`config.mk`:
```
export PLATFORM = sky130hd
export DESIGN_NAME = eth_mii_tx_scheduler
export DESIGN_NICKNAME = d
export VERILOG_FILES = /design/src/rtl/eth_mii_tx_scheduler.sv
export SDC_FILE = /design/constraint.sdc
export NUM_CORES = 1
export LEC_CHECK = 0
export BUFFER_PORTS_ARGS = -buffer_cell sky130_fd_sc_hd__buf_2
export CAP_MARGIN = 15
export CORE_MARGIN = 4
export CORE_UTILIZATION = 34
export CTS_BUF_LIST = sky130_fd_sc_hd__clkbuf_4 sky130_fd_sc_hd__clkbuf_8
export DETAILED_ROUTE_END_ITERATION = 16
export GPL_TIMING_DRIVEN = 1
export PLACE_DENSITY_LB_ADDON = 0.25
export SLEW_MARGIN = 10
export SYNTH_ARGS = -nofsm -noshare
export SYNTH_HDL_FRONTEND = slang
export SYNTH_SLANG_ARGS = --single-unit
```
`constraint.sdc`:
```
create_clock -name eth_mac_clock -period 1.8 [get_ports eth_mac_clock]
set_input_delay 0.18 -clock eth_mac_clock [delete_from_list [all_inputs] [get_ports eth_mac_clock]]
set_output_delay 0.18 -clock eth_mac_clock [all_outputs]
set_load 0.02 [all_outputs]
```
`src/rtl/eth_mii_tx_scheduler.sv`:
```
// eth_mii_tx_scheduler: per-frame round-robin share of one MII TX port between
// NUM_REQ byte-stream sources. Each granted frame is sent as preamble, SFD,
// data nibbles (low nibble first) and is followed by an inter-frame gap.
module eth_mii_tx_scheduler #(
   parameter int NUM_REQ     = 4,
   parameter int IFG_NIBBLES = 24,
   parameter int MAX_BYTES   = 1522
) (
   input  logic                       eth_mac_clock,
   input  logic                       eth_mac_rstn,
   input  logic [NUM_REQ-1:0]         req_valid,
   input  logic [8*NUM_REQ-1:0]       req_data,
   input  logic [NUM_REQ-1:0]         req_last,
   output logic [NUM_REQ-1:0]         req_ready,
   output logic [3:0]                 eth_mii_txd,
   output logic                       eth_mii_tx_en,
   output logic [$clog2(NUM_REQ)-1:0] grant_id,
   output logic                       busy,
   output logic                       tx_abort
);

   localparam int          GW       = $clog2(NUM_REQ);
   localparam int          IW       = (IFG_NIBBLES > 1) ? $clog2(IFG_NIBBLES) : 1;
   localparam int unsigned NR       = NUM_REQ;
   localparam logic [GW-1:0] PTR_INIT = GW'(NUM_REQ - 1);
   localparam logic [15:0] MAX_CNT  = 16'(MAX_BYTES);
   localparam logic [IW-1:0] IFG_LAST = IW'(IFG_NIBBLES - 1);

   typedef enum logic [2:0] {
      S_IDLE,
      S_PRE,
      S_SFD,
      S_DATA,
      S_IFG
   } state_t;

   state_t        state;
   logic [GW-1:0] rr_ptr;
   logic [3:0]    pre_cnt;
   logic [IW-1:0] ifg_cnt;
   logic          phase;
   logic [7:0]    byte_reg;
   logic          byte_last;
   logic [15:0]   byte_cnt;

   logic          any_valid;
   logic          found;
   logic [GW-1:0] pick;
   int unsigned   idx;
   logic          cur_valid;
   logic          cur_last;
   logic [7:0]    cur_data;
   logic          byte_room;

   assign any_valid = |req_valid;
   assign cur_valid = req_valid[grant_id];
   assign cur_last  = req_last[grant_id];
   assign cur_data  = req_data[{grant_id, 3'b000} +: 8];
   assign byte_room = (byte_cnt < MAX_CNT);
   assign busy      = (state != S_IDLE);

   // Round-robin search: first valid source after rr_ptr, wrapping.
   always_comb begin
      found = 1'b0;
      pick  = '0;
      idx   = 0;
      for (int unsigned i = 1; i <= NR; i++) begin
         idx = (32'(rr_ptr) + i) % NR;
         if (!found && req_valid[GW'(idx)]) begin
            found = 1'b1;
            pick  = GW'(idx);
         end
      end
   end

   // Byte handshake to the granted source; gated by the byte budget so an
   // over-length byte is never accepted (overrun leaves it in the source).
   always_comb begin
      req_ready = '0;
      if (state == S_SFD ||
          (state == S_DATA && phase && !byte_last && byte_room))
         req_ready[grant_id] = 1'b1;
   end

   // Frame sequencer with registered MII pins and abort pulse.
   always_ff @(posedge eth_mac_clock or negedge eth_mac_rstn) begin
      if (!eth_mac_rstn) begin
         state         <= S_IDLE;
         rr_ptr        <= PTR_INIT;
         grant_id      <= '0;
         pre_cnt       <= '0;
         ifg_cnt       <= '0;
         phase         <= 1'b0;
         byte_reg      <= '0;
         byte_last     <= 1'b0;
         byte_cnt      <= '0;
         eth_mii_txd   <= '0;
         eth_mii_tx_en <= 1'b0;
         tx_abort      <= 1'b0;
      end else begin
         tx_abort <= 1'b0;
         case (state)
            S_IDLE: begin
               eth_mii_txd   <= '0;
               eth_mii_tx_en <= 1'b0;
               if (any_valid && found) begin
                  grant_id <= pick;
                  rr_ptr   <= pick;
                  pre_cnt  <= '0;
                  state    <= S_PRE;
               end
            end
            S_PRE: begin
               eth_mii_txd   <= 4'h5;
               eth_mii_tx_en <= 1'b1;
               if (pre_cnt == 4'd14)
                  state <= S_SFD;
               else
                  pre_cnt <= pre_cnt + 4'd1;
            end
            S_SFD: begin
               eth_mii_txd   <= 4'hD;
               eth_mii_tx_en <= 1'b1;
               phase         <= 1'b0;
               ifg_cnt       <= '0;
               if (cur_valid) begin
                  byte_reg  <= cur_data;
                  byte_last <= cur_last;
                  byte_cnt  <= 16'd1;
                  state     <= S_DATA;
               end else begin
                  byte_cnt <= '0;
                  tx_abort <= 1'b1;
                  state    <= S_IFG;
               end
            end
            S_DATA: begin
               eth_mii_tx_en <= 1'b1;
               ifg_cnt       <= '0;
               if (!phase) begin
                  eth_mii_txd <= byte_reg[3:0];
                  phase       <= 1'b1;
               end else begin
                  eth_mii_txd <= byte_reg[7:4];
                  if (byte_last) begin
                     state <= S_IFG;
                  end else if (!byte_room || !cur_valid) begin
                     tx_abort <= 1'b1;
                     state    <= S_IFG;
                  end else begin
                     byte_reg  <= cur_data;
                     byte_last <= cur_last;
                     byte_cnt  <= byte_cnt + 16'd1;
                     phase     <= 1'b0;
                  end
               end
            end
            S_IFG: begin
               eth_mii_txd   <= '0;
               eth_mii_tx_en <= 1'b0;
               if (ifg_cnt == IFG_LAST)
                  state <= S_IDLE;
               else
                  ifg_cnt <= ifg_cnt + 1'b1;
            end
            default: begin
               eth_mii_txd   <= '0;
               eth_mii_tx_en <= 1'b0;
               state         <= S_IDLE;
            end
         endcase
      end
   end

endmodule

```
==> metrics.cfg <==
[synth]
synth.distinct_cells=60
avgSynthCellArea_sq_um=10.6
synth_edf_count=0
yosysMostFrequentCell=dfrtp_1
synth_top_area_share_pct=40.3
ys.flop_type=dfrtp_1
syn_nets=315
syn_area_sq_um=2860
synth-xor-area-share_pct=1.53
synthTopCellsByArea=dfrtp_1 (40%), mux4_2 (6.3%), mux2i_1 (4.6%)
async_reset_ff_share_pct=100
synth_fa_ha_area_share_pct=1.75
synth_compound_area_share_pct=11.0
synth_area_leader_cell=dfrtp_1
ys_ff_latch=48
ys_warn_count=0
synth.area.mux_share_pct=16.6
ys_seq_area_share_pct=42.1
synth_cells=269
synth-simple-area-share_pct=23.2
ys_top_cells_by_count=dfrtp_1 (46), nand2_1 (25), mux2i_1 (13)
synth_top_family_by_area=simple AND/OR/NAND/NOR gates

[sta]
grt_setup_unrepaired=true
finalCritPeriodShare_pct=112
tightestPinTransition_ps=563
setup_viol=14
slew_headroom_pct=62.1
period_needed_ps=2010
final_hold_viol_count=0
worst_slack_ps=-208
fin_skew_ps=7.68
fmax_mhz=498
maxSlewViolCount=0

[run_status]
violations=setup timing
status=complete, but fails checks

[final_layout]
fill_cells=756
drive_gt1_share_pct=47.6
stdcell_count=477
regArea_sq_um=1210
multi_input_area_sq_um=1760
syn2layout_area_growth_pct=39.1
largest_reg_flops=16
final_core_util_pct=48.4
num_antenna_cells=0
nets=417
final_area_sq_um=3980

[route]
ant_nets=0
avgRoutedWirePerCell_microns=15.6
drc_errors=0
vias=2530
routed_via_density=5.30
dr.pass1.iters=5
drtIter0Drc=89
finalWirelength_mm=7.43

[global_route]
grt_pass1_vias=2516
antenna_found_initial=0
grt-ovfl-total=0
grt_max_degree=28
grt_usage_pct=15.0
grt_pass1_wl_mm=12.2

[clock_tree]
cts_sinks=48
htree_levels=2
cts_made_buffers=5
cts_tree=built
clockBufferDepth=2
insertion_delay_ps=300
clk_pin_slew_worst_paths_ps=90
root_buffer=clkbuf_8

[placed_design]
dp_hpwl_mm=5.36
port_buffers=54
place_area_sq_um=3570
gp_congestion=0.756
placed_cells=459

[die]
io_pins=55
row_count=33
coreArea_sq_um=8220
die_height_microns=99.7
die_w_microns=99.7
dieArea_sq_um=9940
start_util_pct=34.8

[critical_path]
end_kind=output port
crit_type=register to output port
arrival_ps=1830
required_ps=1620
crit_fanout=4
startpoint_type=register

[run]
drv_cap=0

[worst_hold_path]
hp-class=input port to register

[pwr]
ir_drop_uv=723
power.density_nw_per_um2=1380
leakage_nw=1.78

==> cell families after synthesis <==
family	after synthesis
fa+ha+maj	4
simple gates	110
buf+inv	24
flops	48
xor+xnor	5
mux	33
compound gates	45
==> critical path, cell delays in order, from the launching register on <==
cell and delay (ps):
dfrtp_1 420, nor4_4 310, nand4_1 180, o21a_2 290, nor3b_2 160, buf_4 160
==> cell usage in the layout (no fill, tap or decap), types with 3 or more instances in the layout <==
| master | netlist | final |
|---|---|---|
| buf_2 | 4 | 50 |
| mux4_2 | 8 | 8 |
| nand3_1 | 10 | 9 |
| buf_12 | 0 | 3 |
| xor2_1 | 5 | 5 |
| or2_2 | 6 | 6 |
| buf_4 | 1 | 53 |
| nor2b_1 | 9 | 9 |
| buf_6 | 1 | 3 |
| dfrtp_2 | 0 | 3 |
| and3_1 | 3 | 3 |
| nand2_1 | 25 | 25 |
| nand4_1 | 6 | 6 |
| mux2_4 | 0 | 8 |
| or4_4 | 0 | 3 |
| nor3b_2 | 1 | 3 |
| nor3_1 | 10 | 6 |
| ha_1 | 4 | 3 |
| dfrtp_1 | 46 | 43 |
| nor3b_1 | 6 | 4 |
| inv_1 | 8 | 8 |
| clkbuf_8 | 0 | 6 |
| o31ai_1 | 7 | 6 |
| o21ai_0 | 8 | 7 |
| nor3_2 | 1 | 3 |
| nor2_1 | 8 | 8 |
| or4_1 | 6 | 3 |
| mux2i_1 | 13 | 13 |
| a21oi_1 | 11 | 10 |
==> area by class of cell <==
class                           count  area share [%]
Clock buffer                        7            2.27
Clock inverter                      1           0.189
Inverter                            8           0.755
Multi-Input combinational cell    198            44.2
Sequential cell                    48            30.4
Tap cell                          105            3.31
Timing Repair Buffer              110            18.9
==> per-stage QoR <==
stage	setup TNS [ps]	hold WS, ps	total power [mW]	worst slack [ps]
4_1_cts	-890	303	5.33	-255
2_1_floorplan	-117	-116	3.45	-49.6
5_1_grt	-2180	316	5.89	-305
3_3_place_gp	-6.51	200	4.39	-6.51
3_5_place_dp	-133	187	4.45	-39.6
6_report	-867	308	5.49	-208
==> final timing paths <==
path                               from  cells after the start           end  slack [ps]
setup / recovery           byte_cnt[13]                      5  req_ready[1]        -210
hold / removal             req_data[25]                      3   byte_reg[1]         310
setup reg to reg            byte_cnt[8]                      5   byte_cnt[9]         -30
hold reg to reg              ifg_cnt[0]                      1    ifg_cnt[0]         510
max in group asynchronous  eth_mac_rstn                      3     rr_ptr[1]         840
min in group asynchronous  eth_mac_rstn                      2   byte_reg[5]         380
==> layer usage <==
metal	global-route usage, %	up-vias	routed length (microns)
li1	-	1209	-
met1	20.5	1239	3430
met2	24.3	70	3530
met3	3.44	12	366
met4	3.57	0	104
met5	0	-	0
==> repair_timing <==
| item | CTS | global route |
|---|---|---|
| gates resized for setup | 20 | 28 |
| cloned | 0 | 1 |
| pin swaps | 5 | 12 |
| buffers inserted | 4 | 4 |
| hold endpoints to repair | 21 | 0 |
| endpoints found under the setup margin | 19 | 32 |
| hold buffers | 1 | 0 |
==> power by group <==
group	internal, mW	switching, mW	total [mW]
combinational	1.56	1.49	3.05
clock	0.328	0.374	0.702
sequential	1.46	0.280	1.74
total	3.35	2.15	5.49
(Power assumes the default switching activity.)
